===== src/rtl/adam_fabric_pkg.sv =====
// Shared types for the LSDOM fabric pause sequencer: FSM state encoding and
// a sizing helper for the DRAIN timer.
package adam_fabric_pkg;

  typedef enum logic [3:0] {
    ST_RUN,
    ST_P_INIT,
    ST_DRAIN,
    ST_P_FAB,
    ST_P_TGT,
    ST_PAUSED,
    ST_R_TGT,
    ST_R_FAB,
    ST_R_INIT
  } PAUSE_SEQ_STATE_T;

  // Timer only has to reach TIMEOUT-1, but is never narrower than one bit.
  function automatic int timer_width(input int timeout);
    return (timeout <= 2) ? 1 : $clog2(timeout);
  endfunction

endpackage


===== src/rtl/adam_fabric_txn_counter.sv =====
// Outstanding AXI-Lite transaction counter across all monitored fabric slave
// ports, with clamp-on-underflow, saturate-on-overflow and a sticky error flag.
module adam_fabric_txn_counter #(
  parameter int NO_INIT = 3,
  parameter int CNT_W   = 8
) (
  input  logic               clk,
  input  logic               rst,
  input  logic [NO_INIT-1:0] aw_hs,
  input  logic [NO_INIT-1:0] ar_hs,
  input  logic [NO_INIT-1:0] b_hs,
  input  logic [NO_INIT-1:0] r_hs,
  input  logic               err_clr,
  output logic [CNT_W-1:0]   cnt,
  output logic               cnt_err
);

  // Two guard bits: one for the sign, one for headroom above the counter range.
  localparam int SUM_W = CNT_W + 2;
  localparam logic signed [SUM_W-1:0] CNT_MAX = $signed({2'b00, {CNT_W{1'b1}}});

  function automatic logic signed [SUM_W-1:0] popcnt(input logic [NO_INIT-1:0] v);
    logic signed [SUM_W-1:0] n;
    n = '0;
    for (int i = 0; i < NO_INIT; i++) begin
      n = n + $signed({{(SUM_W-1){1'b0}}, v[i]});
    end
    return n;
  endfunction

  function automatic logic out_of_range(input logic signed [SUM_W-1:0] v);
    return v[SUM_W-1] || (v > CNT_MAX);
  endfunction

  function automatic logic [CNT_W-1:0] clamp_cnt(input logic signed [SUM_W-1:0] v);
    if (v[SUM_W-1]) begin
      return '0;
    end else if (v > CNT_MAX) begin
      return '1;
    end else begin
      return v[CNT_W-1:0];
    end
  endfunction

  logic signed [SUM_W-1:0] sum;

  always_comb begin
    sum = $signed({2'b00, cnt}) + popcnt(aw_hs) + popcnt(ar_hs)
          - popcnt(b_hs) - popcnt(r_hs);
  end

  // A fresh error in the clearing cycle wins so no event is lost.
  always_ff @(posedge clk or posedge rst) begin
    if (rst) begin
      cnt     <= '0;
      cnt_err <= 1'b0;
    end else begin
      cnt     <= clamp_cnt(sum);
      cnt_err <= out_of_range(sum) | (cnt_err & ~err_clr);
    end
  end

endmodule


===== src/rtl/adam_fabric_pause_seq.sv =====
// Pause/resume sequencer for the LSDOM AXI-Lite fabric: initiators, drain,
// crossbar, targets on pause; exact reverse order on resume.
module adam_fabric_pause_seq
  import adam_fabric_pkg::*;
#(
  parameter int NO_INIT = 3,
  parameter int NO_TGT  = 5,
  parameter int CNT_W   = 8,
  parameter int TIMEOUT = 1024
) (
  input  logic               clk,
  input  logic               rst,
  input  logic               pause_req,
  output logic               pause_ack,
  output logic [NO_INIT-1:0] init_req,
  input  logic [NO_INIT-1:0] init_ack,
  output logic               fab_req,
  input  logic               fab_ack,
  output logic [NO_TGT-1:0]  tgt_req,
  input  logic [NO_TGT-1:0]  tgt_ack,
  input  logic [NO_INIT-1:0] aw_hs,
  input  logic [NO_INIT-1:0] ar_hs,
  input  logic [NO_INIT-1:0] b_hs,
  input  logic [NO_INIT-1:0] r_hs,
  output logic [CNT_W-1:0]   outstanding,
  output logic               timeout_err,
  output logic               cnt_err
);

  localparam int TMR_W = timer_width(TIMEOUT);
  localparam logic [TMR_W-1:0] TIMER_LAST = TMR_W'(TIMEOUT - 1);

  PAUSE_SEQ_STATE_T   state, state_nxt;
  logic [NO_INIT-1:0] init_req_nxt;
  logic               fab_req_nxt;
  logic [NO_TGT-1:0]  tgt_req_nxt;
  logic               pause_ack_nxt;
  logic [TMR_W-1:0]   timer, timer_nxt;
  logic               timeout_err_nxt;
  logic               seq_start;

  assign seq_start = (state == ST_RUN) && pause_req;

  adam_fabric_txn_counter #(
    .NO_INIT (NO_INIT),
    .CNT_W   (CNT_W)
  ) u_txn_counter (
    .clk     (clk),
    .rst     (rst),
    .aw_hs   (aw_hs),
    .ar_hs   (ar_hs),
    .b_hs    (b_hs),
    .r_hs    (r_hs),
    .err_clr (seq_start),
    .cnt     (outstanding),
    .cnt_err (cnt_err)
  );

  always_ff @(posedge clk or posedge rst) begin
    if (rst) begin
      state       <= ST_RUN;
      init_req    <= '0;
      fab_req     <= 1'b0;
      tgt_req     <= '0;
      pause_ack   <= 1'b0;
      timer       <= '0;
      timeout_err <= 1'b0;
    end else begin
      state       <= state_nxt;
      init_req    <= init_req_nxt;
      fab_req     <= fab_req_nxt;
      tgt_req     <= tgt_req_nxt;
      pause_ack   <= pause_ack_nxt;
      timer       <= timer_nxt;
      timeout_err <= timeout_err_nxt;
    end
  end

  // Every req edge happens only while that req still matches its ack, which
  // keeps each channel a clean 4-phase handshake.
  always_comb begin
    state_nxt       = state;
    init_req_nxt    = init_req;
    fab_req_nxt     = fab_req;
    tgt_req_nxt     = tgt_req;
    pause_ack_nxt   = pause_ack;
    timer_nxt       = timer;
    timeout_err_nxt = timeout_err;
    unique case (state)
      ST_RUN: begin
        if (pause_req) begin
          state_nxt       = ST_P_INIT;
          init_req_nxt    = '1;
          timeout_err_nxt = 1'b0;
        end
      end
      ST_P_INIT: begin
        if (&init_ack) begin
          state_nxt = ST_DRAIN;
          timer_nxt = '0;
        end
      end
      ST_DRAIN: begin
        timer_nxt = timer + 1'b1;
        if (outstanding == '0) begin
          state_nxt   = ST_P_FAB;
          fab_req_nxt = 1'b1;
        end else if (timer == TIMER_LAST) begin
          state_nxt       = ST_P_FAB;
          fab_req_nxt     = 1'b1;
          timeout_err_nxt = 1'b1;
        end
      end
      ST_P_FAB: begin
        if (fab_ack) begin
          state_nxt   = ST_P_TGT;
          tgt_req_nxt = '1;
        end
      end
      ST_P_TGT: begin
        if (&tgt_ack) begin
          state_nxt     = ST_PAUSED;
          pause_ack_nxt = 1'b1;
        end
      end
      ST_PAUSED: begin
        if (!pause_req) begin
          state_nxt   = ST_R_TGT;
          tgt_req_nxt = '0;
        end
      end
      ST_R_TGT: begin
        if (~|tgt_ack) begin
          state_nxt   = ST_R_FAB;
          fab_req_nxt = 1'b0;
        end
      end
      ST_R_FAB: begin
        if (!fab_ack) begin
          state_nxt    = ST_R_INIT;
          init_req_nxt = '0;
        end
      end
      ST_R_INIT: begin
        if (~|init_ack) begin
          state_nxt     = ST_RUN;
          pause_ack_nxt = 1'b0;
        end
      end
      default: begin
        state_nxt = ST_RUN;
      end
    endcase
  end

endmodule

===== config.mk =====
export PLATFORM = sky130hd
export DESIGN_NAME = adam_fabric_pause_seq
export DESIGN_NICKNAME = d
export VERILOG_FILES = /design/src/rtl/adam_fabric_pkg.sv /design/src/rtl/adam_fabric_txn_counter.sv /design/src/rtl/adam_fabric_pause_seq.sv
export SDC_FILE = /design/constraint.sdc
export NUM_CORES = 1
export LEC_CHECK = 0
export BUFFER_PORTS_ARGS = -buffer_cell sky130_fd_sc_hd__buf_4
export CAP_MARGIN = 10
export CORE_MARGIN = 2
export CORE_UTILIZATION = 50
export DETAILED_ROUTE_END_ITERATION = 8
export HOLD_SLACK_MARGIN = 0.02
export PLACE_DENSITY = 0.73
export SYNTH_ARGS = -nofsm -noshare
export SYNTH_HDL_FRONTEND = slang
export SYNTH_SLANG_ARGS = --single-unit

===== constraint.sdc =====
create_clock -name clk -period 3.9 [get_ports clk]
set_clock_uncertainty 0.15 [all_clocks]
set_input_delay 0.39 -clock clk [delete_from_list [all_inputs] [get_ports clk]]
set_output_delay 0.39 -clock clk [all_outputs]
set_load 0.02 [all_outputs]

Word level (Yosys, flattened, before mapping)

Index checks and enable logic that the tools add are counted.

Register bits after elaboration: 34
Input bits: 24
Output and inout bits: 20

Bitwise logic cells: 3
Equality and inequality tests: 20
Add/sub/neg operators: 13
Reductions and logical operators: 21
Order comparisons: 1
Mux-type cells: 31

Operators by type and width:

| operator                                                                          | number |
|---|---|
| 10-bit by 2-bit adder with 10-bit output                                          | 4 |
| 4-bit 2-to-1 mux                                                                  | 10 |
| 4-bit one-hot mux with 9 select lines                                             | 1 |
| 2-bit inequality test (second input constant)                                     | 10 |
| 10-bit one-hot mux with 2 select lines                                            | 1 |
| 10-bit subtractor                                                                 | 2 |
| 4-bit by 3-bit == test with 1-bit output (second input constant)                  | 4 |
| 8-bit 2-to-1 mux                                                                  | 2 |
| 3-bit AND reduction                                                               | 5 |
| 2-bit nonzero test                                                                | 6 |
| 10-bit by 1-bit adder with 10-bit output (second input constant)                  | 1 |
| 10-bit adder                                                                      | 1 |
| 9-bit by 10-bit adder with 10-bit output                                          | 1 |
| 10-bit == test (second input constant)                                            | 1 |
| 10-bit by 9-bit greater-than comparator with 1-bit output (second input constant) | 1 |
| 10-bit 2-to-1 mux                                                                 | 1 |
| 5-bit 2-to-1 mux                                                                  | 2 |
| 5-bit one-hot mux with 2 select lines                                             | 1 |
| 9-bit AND reduction                                                               | 1 |
| 1-bit by 1-bit adder with 2-bit output                                            | 4 |
| 4-bit by 2-bit == test with 1-bit output (second input constant)                  | 2 |
| 8-bit logical NOT                                                                 | 1 |
| 1-bit 2-to-1 mux                                                                  | 7 |
| 3-bit 2-to-1 mux                                                                  | 2 |
| 16 further kinds                                                                  | 18 |

Depth between registers and ports, before layout

Gate-level depths: netlist of run 1.

Depth after elaboration: 9
Gate-level depth with buffers: 14
Mapped depth without buffers: 14

Modules after synthesis

A second synthesis of run 1 with hierarchy kept.

Cell total of the unflattened synthesis: 244
Area total of the unflattened synthesis: 2331.0 µm²

Modules (own cells, without submodules):

| module                  | area each (µm²) | cells an instance | times used | sequential area each (µm²) |
|---|---|---|---|---|
| adam_fabric_pause_seq   | 1182.4          | 120               | 1          | 475.5 |
| adam_fabric_txn_counter | 1148.6          | 124               | 1          | 225.2 |

Worst setup path before layout of run 1

No wires, ideal clock.

Kind: input port to flip-flop
Start: in r_hs[0]
End: reg u_txn_counter.cnt[7]
Data arrival time: 4059 ps
Path buffers: 0
Stages: 14
Slack: -433 ps
Path through: ha_1 inv_1 fa_1 inv_1 fa_1 inv_1 fa_1 fa_1 fa_1 and2_1 o21ai_0 o2bb2ai_4 nor3b_1 a211o_1

Cells in the longest elaborated chain, start to end: 6

RTL lines:

| what                                                      | RTL line                      | RTL |
|---|---|---|
| from (decl)                                               | adam_fabric_pause_seq.sv:24   | `input logic [NO_INIT-1:0] r_hs,` |
| 1-bit by 1-bit adder with 2-bit output (*)                | adam_fabric_txn_counter.sv:26 | `n = n + $signed({{(SUM_W-1){1'b0}}, v[i]});` |
| 10-bit by 2-bit adder with 10-bit output (*)              | adam_fabric_txn_counter.sv:26 |  |
| 10-bit subtractor (*)                                     | adam_fabric_txn_counter.sv:49 | `- popcnt(b_hs) - popcnt(r_hs);` |
| 10-bit by 9-bit greater-than comparator with 1-bit output | adam_fabric_txn_counter.sv:38 | `end else if (v > CNT_MAX) begin` |
| 8-bit 2-to-1 mux                                          | adam_fabric_txn_counter.sv:38 |  |
| 8-bit 2-to-1 mux (*)                                      | adam_fabric_txn_counter.sv:36 | `if (v[SUM_W-1]) begin` |
| to (signal assigned)                                      | adam_fabric_txn_counter.sv:58 | `cnt <= clamp_cnt(sum);` |
| to (decl)                                                 | adam_fabric_txn_counter.sv:14 | `output logic [CNT_W-1:0] cnt,` |

Every way passes the cells marked *; elsewhere a longest branch is shown, timed or not.
A chain may end at the register's enable or synchronous reset.

Final worst setup path of run 1

Start: in r_hs[1]
End: reg u_txn_counter.cnt[1]

Same word-level chain as after synthesis.

==> results of run 1 <==
[what timing repair did]
action / 4_1_cts / 5_1_grt
pin swaps: 0 / 2
setup endpoints to repair: 8 / 9
buffers inserted: 0 / 0
hold endpoints to repair: 0 / 8
gates resized for setup: 2 / 1
hold buffers: 0 / 1
[cell type report]
cell class | count | area [um^2] | area share, %
Multi-Input combinational cell | 168 | 1380 | 50.5
Sequential cell | 28 | 701 | 25.6
Timing Repair Buffer | 50 | 405 | 14.8
Inverter | 30 | 113 | 4.11
Tap cell | 52 | 65.1 | 2.38
Clock buffer | 3 | 41.3 | 1.51
Clock inverter | 1 | 30.0 | 1.10
[worst reg2reg max path: stages (launching register included)]
cell       delay (ns)
dfrtp_1          0.45
inv_1            0.09
fa_1             0.54
inv_1            0.05
fa_1             0.45
fa_2             0.38
fa_2             0.35
and2_4           0.16
o21ai_4          0.18
o2bb2ai_4        0.17
xor2_4           0.26
o21a_1           0.16
[worst max path at each step]
stage,from,endpoint,cells past startpoint
floorplan,r_hs[1],u_txn_counter.cnt[7],14
global placement,r_hs[1],u_txn_counter.cnt[6],15
detailed placement,r_hs[1],u_txn_counter.cnt[6],15
CTS,r_hs[1],u_txn_counter.cnt[3],15
global route,r_hs[1],u_txn_counter.cnt[3],15
finish,r_hs[1],u_txn_counter.cnt[1],15
[state kept, by name, indices dropped and copies added, names as in the netlist]
signal / cells
fab_req: 1
init_req: 1
pause_ack: 1
state: 4
tgt_req: 1
timeout_err: 1
timer: 10
u_txn_counter.cnt: 8
u_txn_counter.cnt_err: 1
[where the power goes]
| group | switching [W] | internal [W] | leakage, nW |
|---|---|---|---|
| registers | 0.000186 | 0.000444 | 0.324 |
| clock network | 0.0000925 | 0.000138 | 0.0357 |
| logic | 0.00101 | 0.000945 | 0.950 |
| total | 0.00129 | 0.00153 | 1.31 |
[cell usage in the layout (no fill, tap or decap), types with 2 or more instances in the layout]
cell	count
nor2b_1	3
xor2_1	3
nor3b_1	4
nor3_1	5
a211oi_1	3
nand2_1	20
mux2i_1	5
nand4_1	6
buf_4	46
fa_2	2
inv_2	2
ha_1	16
dfrtp_1	28
buf_6	2
a21oi_1	5
a31oi_1	4
fa_1	9
inv_1	28
clkbuf_8	3
o21a_1	8
nor2_1	13
nand2b_1	2
nand3_1	5
and3_1	3
nor2_4	2
o21ai_0	16
nand3b_1	2
nor4b_1	2
[logic make-up (layout without fill, tap and decap cells)]
logic type,count (synthesis),in the layout,synth area share (%)
compound gates,51,51,15.8
xor+xnor,5,5,2.80
fa+ha+maj,28,28,19.4
flops,28,28,31.4
buf+inv,41,84,8.07
simple gates,78,78,19.8
mux,6,6,2.75
[layer usage]
| metal | GRT usage (%) | vias up | wire (um) |
|---|---|---|---|
| li1 | - | 912 | - |
| met1 | 25.0 | 859 | 2050 |
| met3 | 2.56 | 10 | 138 |
| met4 | 5.87 | 0 | 88 |
| met2 | 32.9 | 36 | 2130 |
| met5 | 0 | - | 0 |
[through the flow]
| stage | TNS (ns) | hold slack (ns) | instance area, um^2 |
|---|---|---|---|
| after floorplan | -0.131 | 0.295 | 2260 |
| final | 0 | 0.264 | 2740 |
| after detailed placement | -2.78 | 0.335 | 2620 |
| after global placement | -2.13 | 0.312 | 2620 |
| after global routing | -0.927 | 0.272 | 2740 |
| after CTS | -0.00549 | 0.246 | 2700 |
==> summary.txt, run 1 <==
result of the run = finished, final reports clean
FF-to-FF path depth = 11
RePlAce Congestion = 0.811
synth warn = 0
Power per Cell Area = 1030 nW/um^2
Antenna Nets Post-Route = 0
Tot Pwr = 0.00282 W
area grow syn2layout = 22.6%
Worst-Margin Slew = 0.520 ns
Pre-antenna DRT Iters = 4
GRT overflow = 0
CTS Root Cell = clkbuf_8
Hold Path Stages = 3
CP Class = in2reg
port buffer count = 43
CP delay by family, top = adder cells
Unique masters post-synth = 53
Post-synth EDFFs = 0
Initial Util = 51.6%
# diodes = 0
synth top area cells = dfrtp_1 (31%), fa_1 (9.9%), ha_1 (9.5%)
worst ir drop on vdd = 0.000770 V
vias after detailed routing = 1817
fill cell count = 382
row cnt = 24
drt drc = 0
Core ar. = 4320 um^2
post-synthesis cell area = 2230 um^2
top cell type's share of synthesized area = 31.4%
initial antenna violation count = 0
Synth top cells by count = inv_1 (30), dfrtp_1 (28), nand2_1 (20)
CP Data Required Time = 3.97 ns
Worst setup SP type = input port
fin util = 63.3%
pin count of the biggest net entering global routing = 29
Worst R2R Start = u_txn_counter.cnt[1]
Hold Crit Class = in2reg
Synthesized Nets = 289
Worst Setup Slack, final = 0.00836 ns
sequential area share after synthesis = 31.4%
most frequent cell after synthesis = inv_1
final setup fails = 0
leakage = 1.31 nW
Total Routed Length = 4410 um
Worst Hold Path EP = tgt_req[3]
vias per cell = 5.47
I/O pin count = 44
number of global-route vias before repair = 1815
max incr delay on CP = 0.49 ns
worst path bufs/invs = 4
flop-to-flop setup slack = 0.45 ns
synthesis-stage register bit count = 28
most used cell along the critical path = fa_1
unrepaired setup endpoints after global routing = true
GRT Total Usage = 19.0%
Die Height = 70.8 um
clock slew at reported path FFs = 0.09 ns
fin. max-slew vios = 0
share of layout cells above drive strength 1 = 24.6%
Final Net Count = 333
pre-CTS setup slack = -0.321 ns
post-route minimum period = 3.89 ns
die width = 70.8 um
hold_sp = pause_req
maximum fanout along the worst path = 8
Sink Count = 28
CTS tree = built
Worst path slowest cell = fa_1
period utilisation layout = 99.8%
Syn Inst Count = 237
max-cap violation count = 0
Max-slew headroom = 65.4%
first-pass GRT wire length = 7810 um
die area = 5010 um^2
Synth area leader = dfrtp_1
CTS buffer count = 3
clock insertion delay at the later pin of the skew report = 0.28 ns
kind of end point of the critical path = register
H-tree Lvls = 1
ys flop type = dfrtp_1
Max Clk Rate = 0.257 GHz
dpl hpwl = 3530 um
reg2reg end = u_txn_counter.cnt[1]
Post-Syn Area per Cell = 9.42 um^2
drt initial violations = 116
Hold Fails Final Rpt = 0
crit path cell chain = buf_6 -> ha_4 -> inv_2 -> fa_1 -> inv_2 -> fa_1 -> inv_1 -> fa_1 -> fa_2 -> fa_2 -> and2_4 -> o21ai_4 -> o2bb2ai_4 -> xor2_4 -> o21a_1
CP arrival = 3.96 ns
Bufs on Longest Clock Path = 2
Synth async-reset ratio = 100%
Post-Place Cells = 326
Routed WL per cell = 13.3 um
Non-Filler Instances = 332
Power figures use the tool's default switching activity.
==> inputs of run 2 (changes only) <==
PLACE_DENSITY = 0.76   (was 0.73)
clock period = 3.2 ns   (was 3.9 ns; I/O delays follow)
==> run 2 against run 1 <==
Effect of this change:
- clock power fell by 5%
- the run now ends with setup timing left
- first-iteration DRC count increased by 15%
- cell area is 0.14% lower
- largest cell class unchanged
- worst setup slack got worse by 0.58 ns
- combinational power is 24% higher
- via count down 1.0%
- core utilization fell by 0.087 points
==> summary.txt, run 2 (synthesized netlist as in run 1, its figures left out) <==
Die Height = 70.8 um (unchanged)
commonest non-fill, non-tap cell in the layout = buf_4
clock insertion delay at the later pin of the skew report = 0.28 ns (about the same)
die area = 5010 um^2 (unchanged)
pin count of the biggest net entering global routing = 29 (unchanged)
Power per Cell Area = 1250 nW/um^2 (+22%)
final setup fails = 9 (+9)
first-pass GRT wire length = 7090 um (-9.3%)
CTS buffer count = 3 (unchanged)
Worst setup SP type = input port
max reg flops = 10 (unchanged)
share of layout cells above drive strength 1 = 26.5% (+1.9 points)
Multi-input gate area = 1400 um^2 (+0.90%)
result of the run = finished with violations
worst ir drop on vdd = 0.000880 V (+14%)
GRT overflow = 0 (unchanged)
CP Data Required Time = 3.27 ns (-0.70 ns)
die width = 70.8 um (unchanged)
register with the most flip-flops = timer
period utilisation layout = 118%
maximum fanout along the worst path = 8 (unchanged)
RePlAce Congestion = 0.840 (+3.6%)
port buffer count = 43 (unchanged)
area grow syn2layout = 22.5%
Max Clk Rate = 0.265 GHz
flip-flop and latch area = 701 um^2 (unchanged)
number of global-route vias before repair = 1609 (-11%)
drt drc = 0 (unchanged)
max-cap violation count = 0 (unchanged)
H-tree Lvls = 1 (unchanged)
I/O pin count = 44 (unchanged)
leakage = 1.31 nW (about the same)
dpl hpwl = 3450 um (-2.3%)
Core ar. = 4320 um^2 (unchanged)
Initial Util = 51.6% (unchanged)
hold buffer count at CTS = 0 (unchanged)
Antenna Nets Post-Route = 0 (unchanged)
CTS Root Cell = clkbuf_8
Routed WL per cell = 12.8 um (-3.8%)
Hold Crit Class = in2async
violated checks = setup timing
Non-Filler Instances = 335 (+0.90%)
Regs by FF count = timer (10), u_txn_counter.cnt (8), state (4)
Hold Slack = 0.138 ns (-0.126 ns)
kind of end point of the critical path = register
post-route minimum period = 3.78 ns
Post-Place Cells = 331 (+1.5%)
Hold Fails Final Rpt = 0 (unchanged)
Placed Area = 2660 um^2 (+1.4%)
Total Routed Length = 4280 um (-2.9%)
clock slew at reported path FFs = 0.09 ns (about the same)
GRT Total Usage = 17.3% (-1.8 points)
vias per cell = 5.37 (-1.9%)
fill cell count = 358 (-6.3%)
row cnt = 24 (unchanged)
Worst Setup Slack, final = -0.576 ns (-0.584 ns)
Max-slew headroom = 31.1% (-34 points)
unrepaired setup endpoints after global routing = true
CTS tree = built
CP Class = in2reg
Sink Count = 28 (unchanged)
drt initial violations = 133 (+15%)
most frequent cells in the layout = buf_4 (51), dfrtp_1 (28), inv_1 (27), nand2_1 (20), o21ai_0 (16)
Worst-Margin Slew = 1.03 ns (+0.512 ns)
CP arrival = 3.85 ns (-0.11 ns)
# diodes = 0 (unchanged)
Final Instance Area = 2730 um^2 (-0.14%)
initial antenna violation count = 0 (unchanged)
fin. max-slew vios = 0 (unchanged)
Pre-antenna DRT Iters = 4 (unchanged)
vias after detailed routing = 1798 (-1.0%)
Bufs on Longest Clock Path = 2 (unchanged)
Final Net Count = 336 (+0.90%)
Post-CTS Setup Bufs = 0 (unchanged)
==> run 2: cell count changes in the layout (fill, tap and decap cells not counted), sizes merged <==
cell / change
buf: +4
bufinv: -1
dlygate4sd3: -1
clkbuf: +1
==> run 2: worst max-delay path: stages <==
cell and delay, ns:
buf_6 0.09, ha_4 0.25, inv_2 0.03, fa_1 0.48, inv_2 0.04, fa_1 0.49, inv_1 0.05, fa_1 0.45
fa_2 0.38, fa_2 0.35, and2_4 0.16, o21ai_4 0.18, o2bb2ai_4 0.17, xor2_4 0.25, o21a_1 0.16
==> run 2: cell type report <==
| type | count | area share [%] |
|---|---|---|
| multi-input combinational | 168 | 51.0 |
| sequential | 28 | 25.6 |
| timing repair buffer | 53 | 14.8 |
| inverter | 30 | 4.12 |
| tap | 52 | 2.38 |
| clock buffer | 4 | 2.01 |
==> run 2: final timing paths <==
kind / start / cells after the start / end / slack [ns]
min in group clk: pause_req / 3 / tgt_req[3] / 0.18
worst max-delay path: r_hs[0] / 15 / u_txn_counter.cnt[1] / -0.58
worst max register to register: u_txn_counter.cnt[1] / 11 / u_txn_counter.cnt[1] / -0.11
worst min-delay path: rst / 2 / u_txn_counter.cnt[7] / 0.14
worst min register to register: timer[9] / 1 / timer[9] / 0.33
max in group asynchronous: rst / 2 / state[2] / 2.14
==> run 2: metrics by stage <==
stage / utilization, % / setup TNS [ns] / power, W / setup slack, ns
floorplan: - / -5.80 / 0.00257 / -0.665
global placement: 61.5 / -7.76 / 0.00316 / -0.870
detailed placement: 61.5 / -7.98 / 0.00321 / -0.905
CTS: 63.2 / -5.08 / 0.00344 / -0.579
global route: 63.2 / -6.34 / 0.00375 / -0.729
finish: 63.2 / -5.09 / 0.00342 / -0.576
==> run 2: repair_timing <==
item                                    in CTS  in global routing
endpoints found under the setup margin       9                  9
gates resized for setup                      4                  1
pin swaps                                    2                  2
==> run 2: per-layer routing <==
metal,track usage [%],up-vias,routed length (um)
met5,0,-,0
met4,5.24,0,61
met3,1.57,7,127
met2,28.5,35,2050
met1,24.4,849,2040
li1,-,907,-
==> run 2: power breakdown <==
part           internal [W]  leakage, nW  switching (W)
registers          0.000541        0.324       0.000224
clock network      0.000110       0.0288       0.000107
logic               0.00120        0.956        0.00124
